<file path="src/rtl/cpu_types_pkg.sv">
// Shared datapath widths and encodings for the 5-stage pipeline.
package cpu_types_pkg;

   typedef logic [31:0] word_t;
   typedef logic [4:0]  regbits_t;

   typedef enum logic [1:0] {
      M_IDLE,
      M_WAIT,
      M_HELD
   } memstate_t;

   typedef enum logic [1:0] {
      WB_ALU  = 2'b00,
      WB_LOAD = 2'b01,
      WB_PC4  = 2'b10,
      WB_LUI  = 2'b11
   } wbsel_t;

endpackage

</file>
<file path="src/rtl/dmem_access_fsm.sv">
// Data-memory access sequencer: one request per MEM instruction, held until dhit,
// with a load buffer for hits that land while the MEM/WB latch is frozen.
//
// state  | meaning
// M_IDLE | no access outstanding; a new access is requested immediately
// M_WAIT | request issued, waiting for dhit; address/data held by frozen EX/MEM
// M_HELD | access done while frozen; load data comes from the buffer, no request
module dmem_access_fsm
   import cpu_types_pkg::*;
(
   input  logic  CLK,
   input  logic  nRST,
   input  logic  i_access,
   input  logic  i_dhit,
   input  logic  i_en_mw,
   input  word_t i_dmemload,
   output logic  o_req,
   output logic  o_mem_stall,
   output word_t o_load_data
);

   memstate_t r_state;
   word_t     r_buf;
   logic      w_req;

   // Gating with nRST drops an in-flight request the instant reset asserts.
   assign w_req       = nRST & i_access & (r_state != M_HELD);
   assign o_req       = w_req;
   assign o_mem_stall = w_req & ~i_dhit;
   assign o_load_data = (r_state == M_HELD) ? r_buf : i_dmemload;

   always_ff @(posedge CLK or negedge nRST) begin
      if (!nRST) begin
         r_state <= M_IDLE;
         r_buf   <= '0;
      end else begin
         case (r_state)
            M_IDLE, M_WAIT: begin
               if (i_access && i_dhit) begin
                  if (i_en_mw) begin
                     r_state <= M_IDLE;
                  end else begin
                     r_state <= M_HELD;
                     r_buf   <= i_dmemload;
                  end
               end else if (i_access) begin
                  r_state <= M_WAIT;
               end else begin
                  r_state <= M_IDLE;
               end
            end
            M_HELD: begin
               if (i_en_mw) r_state <= M_IDLE;
            end
            default: r_state <= M_IDLE;
         endcase
      end
   end

endmodule

</file>
<file path="src/rtl/pipeline_memory_stage.sv">
// MEM stage and MEM/WB latch: drives data-memory requests, selects writeback data
// and registers the WB-stage signals, including a halt that only reset clears.
module pipeline_memory_stage
   import cpu_types_pkg::*;
(
   input  logic        CLK,
   input  logic        nRST,
   input  logic        dREN_mem,
   input  logic        dWEN_mem,
   input  logic        RegWrite_mem,
   input  logic [1:0]  wsel_mem,
   input  logic        halt_mem,
   input  logic [31:0] port_o_mem,
   input  logic [31:0] rdat2_mem,
   input  logic [31:0] pc4_mem,
   input  logic [31:0] lui_mem,
   input  logic [4:0]  regWSEL_mem,
   input  logic        en_mw,
   input  logic        flush_mw,
   input  logic        dhit,
   input  logic [31:0] dmemload,
   output logic        dmemREN,
   output logic        dmemWEN,
   output logic [31:0] dmemaddr,
   output logic [31:0] dmemstore,
   output logic        mem_stall,
   output logic        RegWrite_wb,
   output logic [4:0]  regWSEL_wb,
   output logic [31:0] wdat_wb,
   output logic        halt_wb
);

   logic     r_regwrite_wb;
   regbits_t r_regwsel_wb;
   word_t    r_wdat_wb;
   logic     r_halt_wb;

   logic     w_access;
   logic     w_req;
   word_t    w_load_data;
   word_t    w_wdat;

   assign w_access = (dREN_mem | dWEN_mem) & ~r_halt_wb;

   dmem_access_fsm u_fsm (
      .CLK         (CLK),
      .nRST        (nRST),
      .i_access    (w_access),
      .i_dhit      (dhit),
      .i_en_mw     (en_mw),
      .i_dmemload  (dmemload),
      .o_req       (w_req),
      .o_mem_stall (mem_stall),
      .o_load_data (w_load_data)
   );

   assign dmemREN   = w_req & dREN_mem;
   assign dmemWEN   = w_req & dWEN_mem;
   assign dmemaddr  = port_o_mem;
   assign dmemstore = rdat2_mem;

   always_comb begin
      w_wdat = port_o_mem;
      case (wbsel_t'(wsel_mem))
         WB_ALU:  w_wdat = port_o_mem;
         WB_LOAD: w_wdat = w_load_data;
         WB_PC4:  w_wdat = pc4_mem;
         WB_LUI:  w_wdat = lui_mem;
         default: w_wdat = port_o_mem;
      endcase
   end

   // Flush bubbles the latch but never clears a halt that has already retired.
   always_ff @(posedge CLK or negedge nRST) begin
      if (!nRST) begin
         r_regwrite_wb <= 1'b0;
         r_regwsel_wb  <= '0;
         r_wdat_wb     <= '0;
         r_halt_wb     <= 1'b0;
      end else if (en_mw) begin
         r_regwrite_wb <= RegWrite_mem & ~r_halt_wb;
         r_regwsel_wb  <= regWSEL_mem;
         r_wdat_wb     <= w_wdat;
         r_halt_wb     <= r_halt_wb | halt_mem;
      end else if (flush_mw) begin
         r_regwrite_wb <= 1'b0;
         r_regwsel_wb  <= '0;
         r_wdat_wb     <= '0;
      end
   end

   assign RegWrite_wb = r_regwrite_wb;
   assign regWSEL_wb  = r_regwsel_wb;
   assign wdat_wb     = r_wdat_wb;
   assign halt_wb     = r_halt_wb;

endmodule
</file>
<file path="config.mk">
export PLATFORM = sky130hd
export DESIGN_NAME = pipeline_memory_stage
export DESIGN_NICKNAME = d
export VERILOG_FILES = /design/src/rtl/cpu_types_pkg.sv /design/src/rtl/dmem_access_fsm.sv /design/src/rtl/pipeline_memory_stage.sv
export SDC_FILE = /design/constraint.sdc
export NUM_CORES = 1
export LEC_CHECK = 0
export ABC_CLOCK_PERIOD_IN_PS = 1700
export BUFFER_PORTS_ARGS = -buffer_cell sky130_fd_sc_hd__buf_2
export CELL_PAD_IN_SITES_DETAIL_PLACEMENT = 0
export CELL_PAD_IN_SITES_GLOBAL_PLACEMENT = 1
export CORE_MARGIN = 5
export CORE_UTILIZATION = 31
export CTS_CLUSTER_SIZE = 12
export DETAILED_ROUTE_END_ITERATION = 8
export HOLD_SLACK_MARGIN = 0.08
export PLACE_DENSITY_LB_ADDON = 0.1
export SYNTH_ARGS = -nofsm -noshare
export SYNTH_HDL_FRONTEND = slang
export SYNTH_SLANG_ARGS = --single-unit
</file>
<file path="constraint.sdc">
create_clock -name CLK -period 1.7 [get_ports CLK]
set_input_delay 0.17 -clock CLK [delete_from_list [all_inputs] [get_ports CLK]]
set_output_delay 0.17 -clock CLK [all_outputs]
set_load 0.02 [all_outputs]
</file>
==> impl_metrics.tcl, run 1 <==
set metrics [dict create \
    status "finished clean" \
    diodes 0 \
    worst_ep_required_time_ps 1530 \
    nets 770 \
    final_cells 783 \
    min_from "dmemload[7]" \
    cts_max_path_buffers 2 \
    final_min_period_over_clock_period_pct 95.1 \
    worst_clock_skew_ps 5.89 \
    drc_errors 0 \
    syn_nets 594 \
    grt_pass1_wl_mm 21.5 \
    fmax_mhz 619 \
    arrival_ps 1450 \
    dr.pass1.iters 4 \
    core_area_sq_um 14400 \
    cts_tree "built" \
    cts_buffers 9 \
    syn_avg_cell_area_sq_um 10.7 \
    wl_per_cell_microns 18.3 \
    die_area_sq_um 17000 \
    hold_violations 0 \
    clkSinkCount 73 \
    cts_root_buf "clkbuf_16" \
    setup_viol 0 \
    crit_slowest_cell "dfrtp_2" \
    viasPerCell 4.93 \
    dieWidth_microns 130 \
    postRouteAntennaNets 0 \
    cp_slowest_stage_delay_ps 410 \
    final_common_cell "buf_2" \
    hold_path_class "input port to register" \
    ys_warn_count 0 \
    antenna_found_initial 1 \
    yosysSeqAreaShare_pct 40.7 \
    syn-instance-count 418 \
    whs_ps 98.3 \
    drtIter0Drc 136 \
    cp_max_fo 3 \
    power.density_nw_per_um2 787 \
    vias 3863 \
    tightest_slew_ps 870 \
    die_h_microns 130 \
    start_util_pct 31.3 \
    critical_path_class "register to primary output" \
    rsz0062_at_grt "false" \
    placement.io_buffers 217 \
    routed_wirelength_mm 14.4 \
    clkLatencyLatePin_ps 330 \
    grt_max_degree 74 \
    area_growth_pct 31.0 \
    cp-startpoint "u_fsm.r_state[0]" \
    place_hpwl_mm 10.1 \
    grt_pass1_vias 4001 \
    setup.worst_path.end_class "primary output" \
    r2r-start "u_fsm.r_state[0]" \
    placed_cells 735 \
    rows 44 \
    final_util_pct 41.0 \
    maxCapViolCount 0 \
    tns_ps 0 \
    gp_congestion 0.742 \
    drive_gt1_share_pct 53.1 \
    startpoint_type "register" \
    pin_count 282 \
    total_power_mw 4.63 \
    finalCriticalPeriod_ps 1620 \
    relSlewSlack_pct 41.9 \
    clk_pin_slew_worst_paths_ps 60 \
    cts_max_level 3 \
    grt_overflow 0 \
    ys_ff_latch 73 \
    crit_chain "nand2b_2 -> and3_1 -> nor3b_2 -> buf_2" \
    grt_use_total_pct 16.5 \
    final_cell_mix "buf_2 (216), dfrtp_1 (71), nand2_1 (66), a22o_1 (37), mux2_2 (35)" \
    p_leak_nw 3.12 \
    drv_slew 0 \
    ir_worst_vdd_mv 0.347 \
    fillerInstances 1442 \
    netlist_area_sq_um 4490 \
    synth_cell_types 26 \
]
timing repair:
item | 4_1_cts | 5_1_grt
buffers inserted | 0 | 2
gates resized for setup | 0 | 4
endpoints found under the hold margin | 101 | 0
gates cloned | 1 | 0
hold buffers | 29 | 0
setup endpoints to repair | 1 | 19
cell usage after synthesis, drive strengths merged:
library cell	instances	share of area [%]
nor3	1	0.11
nand2	66	5.5
a22o	37	7.2
buf	84	14
o21ai	1	0.11
nor2	3	0.25
a221o	32	7.1
nand2b	1	0.14
nor2b	1	0.14
mux2	64	18
dfrtp	73	41
nor3b	1	0.17
a32o	1	0.22
inv	1	0.083
nor4	1	0.14
nand3b	2	0.33
and3	1	0.14
and2	2	0.28
clkbuf	14	1.3
a21oi	32	3.6
kinds of logic after synthesis:
group / synth area share (%)
and+or+nand+nor: 7.21
buffers and inverters: 15.4
AOI/OAI and AO/OA: 18.2
muxes: 18.5
DFF: 40.7
through the flow:
| step | instance area, sq um | setup slack [ps] |
|---|---|---|
| finish | 5890 | 83.5 |
| floorplan | 4490 | 175 |
| CTS | 5860 | -19.2 |
| detailed placement | 5300 | 8.68 |
| global route | 5890 | 7.90 |
| global placement | 5300 | 13.4 |
registers in the layout, indices dropped and copies added (netlist names):
register and count:
RegWrite_wb 1, wdat_wb 32, u_fsm.r_buf 32, u_fsm.r_state 2
halt_wb 1, regWSEL_wb 5
worst max-delay path, delay by kind of cell, from the launching register on:
| family | cells | cell delay, ps |
|---|---|---|
| AND/OR/NAND/NOR | 3 | 540 |
| flip-flops | 1 | 410 |
| buffers and inverters | 1 | 160 |
final timing paths:
kind | cells after the start | endpoint | slack, ps
setup / recovery | 4 | mem_stall | 80
hold / removal | 2 | u_fsm.r_buf[7] | 100
setup reg to reg | 5 | wdat_wb[26] | 240
hold reg to reg | 1 | regWSEL_wb[4] | 490
max in group asynchronous | 3 | wdat_wb[27] | 950
min in group asynchronous | 3 | regWSEL_wb[4] | 400
routing by layer:
layer | vias to the layer above | wire length, microns | track usage (%)
met2 | 160 | 7070 | 28.1
met3 | 36 | 1110 | 3.50
met4 | 2 | 361 | 7.38
li1 | 1807 | - | -
met5 | - | 13 | 0
met1 | 1858 | 5820 | 20.2
power by group:
group          switching, mW  internal (mW)
clock network          0.721          0.979
logic                  0.517          0.504
registers             0.0607           1.85
final cells by class:
type,instances,area [sq um],area share (%)
Inverter,1,3.75,0.0638
Multi-Input combinational cell,247,2020,34.3
Sequential cell,73,1830,31.1
Timing Repair Buffer,262,1550,26.3
Clock buffer,12,236,4.02
Tap cell,184,230,3.91
Clock inverter,4,20.0,0.340
(Power assumes the default switching activity.)
==> run 2, diff against run 1 <==
- ABC_CLOCK_PERIOD_IN_PS: 1700 -> 1800
- clock period: 1.7 -> 1.8 ns (I/O delays scaled with it)
==> impl_metrics.tcl, run 2 (synthesis results as in run 1) <==
set metrics [dict create \
    status "finished clean" \
    rows 44 \
    cts_max_path_buffers 2 \
    die_area_sq_um 17000 \
    area_growth_pct 29.2 \
    viasPerCell 4.91 \
    grt_max_degree 74 \
    stdcell_area_sq_um 5800 \
    crit_slowest_cell "dfrtp_1" \
    total_power_mw 4.76 \
    drive_gt1_share_pct 53.8 \
    drtIter0Drc 136 \
    cp_slowest_stage_delay_ps 450 \
    final_common_cell "buf_2" \
    drc_errors 0 \
    vias 3781 \
    clkSinkCount 73 \
    finalCriticalPeriod_ps 1710 \
    ir_worst_vdd_mv 0.394 \
    worst_ep_required_time_ps 1620 \
    dr.pass1.iters 4 \
    maxCapViolCount 0 \
    cts_buffers 9 \
    grt_overflow 0 \
    place_ws_ps 77.3 \
    grt_use_total_pct 16.1 \
    cts_max_level 3 \
    rrSetupSlack_ps 140 \
    setup.worst_path.end_class "primary output" \
    r2r_end "wdat_wb[30]" \
    hold_path_class "input port to async pin" \
    arrival_ps 1530 \
    worst_clock_skew_ps 6.14 \
    power.density_nw_per_um2 819 \
    layout_setup_ws_ps 93.8 \
    final_util_pct 40.4 \
    pin_count 282 \
    ff2ff_path_depth 4 \
    placed_cells 736 \
    post_cts_resized 0 \
    grt_pass1_vias 3979 \
    drv_slew 0 \
    critical_path_class "register to primary output" \
    antenna_found_initial 1 \
    clkLatencyLatePin_ps 340 \
    cts_root_buf "clkbuf_16" \
    final_min_period_over_clock_period_pct 94.8 \
    cp_max_fo 3 \
    start_util_pct 31.3 \
    diodes 0 \
    final_cells 770 \
    tightest_slew_ps 995 \
    grt_pass1_wl_mm 21.0 \
    fmax_mhz 586 \
    startpoint_type "register" \
    routed_wirelength_mm 14.2 \
    postRouteAntennaNets 0 \
    setup_viol 0 \
    gp_congestion 0.766 \
    core_area_sq_um 14400 \
    placement.io_buffers 217 \
    r2r-start "u_fsm.r_state[1]" \
    wl_per_cell_microns 18.5 \
    cts_tree "built" \
    clk_pin_slew_worst_paths_ps 60 \
    final_cell_mix "buf_2 (216), dfrtp_1 (73), nand2_1 (66), a22o_1 (37), mux2_2 (35)" \
    die_h_microns 130 \
    nets 758 \
    rsz0062_at_grt "true" \
    p_leak_nw 3.09 \
    hold_violations 0 \
    placed_area_sq_um 5290 \
    relSlewSlack_pct 33.7 \
    place_hpwl_mm 10.2 \
    crit_chain "nand2b_2 -> and3_1 -> and2_1 -> buf_2" \
    dieWidth_microns 130 \
]
run 2: cell count changes in the layout (fill, tap and decap cells not counted), sizes merged:
cell,before,now
dlygate4sd3,29,18
clkinv,4,0
bufinv,0,2
buf,233,232
clkbuf,12,13
run 2: repair_timing:
action / 4_1_cts / 5_1_grt
hold endpoints to repair: 18 / 0
hold buffers: 18 / 0
setup endpoints to repair: 0 / 1
buffers inserted: 0 / 0
run 2: power by group:
part | internal (mW) | switching [mW]
logic | 0.458 | 0.480
registers | 1.75 | 0.0579
clock network | 1.32 | 0.689
run 2: per-layer routing:
| layer | share of wire (%) | track usage [%] | up-vias | wire length [microns] |
|---|---|---|---|---|
| met2 | 48 | 26.8 | 162 | 6890 |
| met3 | 7.9 | 3.66 | 33 | 1130 |
| met4 | 2.2 | 7.38 | 2 | 317 |
| met5 | 0.049 | 0 | - | 7 |
| met1 | 41 | 19.9 | 1795 | 5880 |
| li1 | - | - | 1789 | - |
run 2: worst max-delay path, delay by kind of cell, from the launching register on:
| family | cells | cell delay, ps |
|---|---|---|
| buffers and inverters | 1 | 150 |
| DFF | 1 | 450 |
| and+or+nand+nor | 3 | 580 |
run 2: final cells by class:
class                           instances  area, sq um
Clock buffer                           13          270
Clock inverter                          2         60.1
Fill cell                            1437         8560
Inverter                                1         3.75
Multi-Input combinational cell        247         2010
Sequential cell                        73         1830
Tap cell                              184          230
Timing Repair Buffer                  250         1410
run 2: worst max-delay path by stage:
stage,startpoint,endpoint,slack [ps],cells past startpoint
2_1_floorplan,u_fsm.r_state[1],mem_stall,270,4
3_3_place_gp,u_fsm.r_state[1],wdat_wb[26],140,4
3_5_place_dp,u_fsm.r_state[1],wdat_wb[26],80,4
4_1_cts,u_fsm.r_state[1],wdat_wb[26],70,4
5_1_grt,u_fsm.r_state[1],wdat_wb[4],-8,4
6_report,u_fsm.r_state[0],dmemWEN,90,4
run 2: metrics by stage:
| step | TNS [ps] | hold slack [ps] |
|---|---|---|
| final | 0 | 84.2 |
| after global routing | -18.5 | 91.4 |
| after CTS | 0 | 81.8 |
| after detailed placement | 0 | 360 |
| after global placement | 0 | 360 |
| after floorplan | 0 | -116 |
==> run 3, diff against run 2 <==
- ABC_AREA: not set -> 1
- CORE_UTILIZATION: 31 -> 30
- SLEW_MARGIN: not set -> 30
==> impl_metrics.tcl, run 3 <==
set metrics [dict create \
    final_util_pct 38.1 \
    synthFlopType "dfrtp_1" \
    cts_max_path_buffers 2 \
    clk_pin_slew_worst_paths_ps 60 \
    hold_path_class "input port to register" \
    synthMostInstantiatedCell "nand2_1" \
    netlist_area_sq_um 5120 \
    setup_viol 0 \
    area_growth_pct 23.7 \
    placed_area_sq_um 5930 \
    drive_gt1_share_pct 32.9 \
    final_min_period_over_clock_period_pct 90.0 \
    drv_slew 0 \
    cts_setup_buffers 0 \
    hold_violations 0 \
    die_area_sq_um 19800 \
    yosys-top-cells-count "nand2_1 (253), inv_1 (119), nand3_1 (75)" \
    crit_slowest_cell "dfrtp_1" \
    viasPerCell 4.43 \
    relSlewSlack_pct 47.6 \
    cts_root_buf "clkbuf_16" \
    power.internal_mw 3.34 \
    arrival_ps 1440 \
    startpoint_type "register" \
    tns_ps 0 \
    placement.io_buffers 217 \
    pin_count 282 \
    gp_congestion 0.775 \
    crit_chain "nand2_8 -> nand3_1 -> nor2_1 -> buf_2" \
    vias 4967 \
    antenna_found_initial 2 \
    synth_top_cell_area_share_pct 35.7 \
    wl_per_cell_microns 14.7 \
    switching_share_pct 28.8 \
    p_seq_share_pct 38.6 \
    synth_cell_types 23 \
    yosys-top-cells-area "dfrtp_1 (36%), nand2_1 (19%), buf_4 (9.7%)" \
    dr.pass1.iters 4 \
    tightest_slew_ps 783 \
    grt_pass1_wl_mm 26.9 \
    drc_errors 0 \
    p_leak_nw 3.70 \
    maxCapViolCount 0 \
    cts_tree "built" \
    cp_max_fo 18 \
    rows 47 \
    syn_nets 926 \
    drtIter0Drc 228 \
    ir_worst_vdd_mv 0.477 \
    routed_wirelength_mm 16.5 \
    grt_pass1_vias 5230 \
    cts_buffers 9 \
    yosysSeqAreaShare_pct 35.7 \
    grt_max_degree 74 \
    combPwrFrac_pct 20.7 \
    status "finished clean" \
    final_common_cell "nand2_1" \
    nets 1072 \
    die_h_microns 141 \
    place_hpwl_mm 12.3 \
    rsz0062_at_grt "false" \
    fmax_mhz 617 \
    postRouteAntennaNets 0 \
    total_power_mw 4.69 \
    grt_use_total_pct 16.7 \
    syn-instance-count 750 \
    async_flop_share_pct 100 \
    setup.worst_path.end_class "primary output" \
    yosysTopAreaCell "dfrtp_1" \
    switchingPower_mw 1.35 \
    critical_path_class "register to primary output" \
    start_util_pct 30.8 \
    stdcell_area_sq_um 6340 \
    p_clk_share_pct 40.7 \
    power.density_nw_per_um2 740 \
    synth_edf_count 0 \
    cp_top_family "flip-flops" \
    dieWidth_microns 141 \
    clkSinkCount 73 \
    final_cell_mix "nand2_1 (252), buf_2 (216), inv_1 (119), nand3_1 (75), dfrtp_1 (73)" \
    syn_avg_cell_area_sq_um 6.83 \
    ys_ff_latch 73 \
    clkLatencyLatePin_ps 330 \
    finalCriticalPeriod_ps 1620 \
    grt_overflow 0 \
    ys_warn_count 0 \
    rrSetupSlack_ps 380 \
    worst_ep_required_time_ps 1620 \
    core_area_sq_um 16600 \
    fillerInstances 1867 \
    cp_num_buf_inv 1 \
    worst_clock_skew_ps 4.59 \
    cp_slowest_stage_delay_ps 470 \
    cts_max_level 3 \
]
==> run 3: changes by cell type after synthesis, moves of 4 or more <==
cell / change
a22o_1: -32
mux2_2: -35
buf_6: +11
nand2_1: +187
nand2_2: +18
clkbuf_1: -4
nand3_1: +75
inv_1: +118
mux2_4: -29
buf_2: +6
a221o_1: -32
o21ai_2: +22
o21ai_1: +31
==> run 3: power groups by stage <==
stage,clock network (mW),logic [mW],registers [mW]
finish,1.91,0.970,1.81
global route,2.03,1.09,1.82
CTS,1.97,0.995,1.81
detailed placement,0,0.977,1.84
global placement,0,0.976,1.84
floorplan,0,0.590,1.94
==> run 3: worst register-to-register path: cells and delay by family (launching register included) <==
kind,cells,cell delay [ps]
DFF,1,470
buffers and inverters,1,230
and+or+nand+nor,3,560
AOI/OAI and AO/OA,1,50
==> run 3: cell families (layout without fill, tap and decap cells) <==
group / Yosys count / after routing / synth area share [%]
other: 0 / 1 / 0
buffers and inverters: 228 / 378 / 23.8
DFF: 73 / 73 / 35.7
AOI/OAI and AO/OA: 94 / 94 / 11.2
and+or+nand+nor: 355 / 355 / 29.4
==> run 3: repair_timing <==
item	CTS	global route
endpoints found under the setup margin	3	2
endpoints found under the hold margin	80	0
hold buffers	8	0
resized for setup	1	1
==> run 3: layout make-up <==
cell class                 count  area [sq um]  share of cell area [%]
tap                          220           275                    4.34
antenna                        1          2.50                  0.0395
clock buffer                  13           280                    4.42
sequential                    73          1830                    28.8
clock inverter                 2          35.0                   0.553
multi-input combinational    449          2100                    33.2
timing repair buffer         242          1360                    21.4
inverter                     121           457                    7.21
==> run 3: path summary, 6_finish.rpt <==
path | from | end | cells after the start
worst max-delay path | u_fsm.r_state[1] | mem_stall | 4
worst min-delay path | regWSEL_mem[0] | regWSEL_wb[0] | 2
worst max register to register | u_fsm.r_state[1] | u_fsm.r_buf[31] | 5
worst min register to register | RegWrite_wb | RegWrite_wb | 2
max in group asynchronous | nRST | u_fsm.r_buf[9] | 3
min in group asynchronous | nRST | RegWrite_wb | 3
==> run 3: per-stage QoR <==
step           cells  setup WS (ps)  hold WS, ps
2_1_floorplan    750            437         -116
4_1_cts         1120           71.3         84.3
5_1_grt         1120           4.83         94.0
3_5_place_dp    1097            151          255
3_3_place_gp    1097            176          255
6_report        1121            180         95.7
==> run 3: metal layers <==
| layer | vias to the layer above | wire length, microns | share of wire, % | GRT usage, % |
|---|---|---|---|---|
| met2 | 154 | 8030 | 49 | 29.0 |
| met4 | 2 | 161 | 0.97 | 3.93 |
| met1 | 2270 | 7250 | 44 | 21.0 |
| met5 | - | 13 | 0.079 | 0 |
| met3 | 25 | 1070 | 6.5 | 3.83 |
| li1 | 2516 | - | - | - |
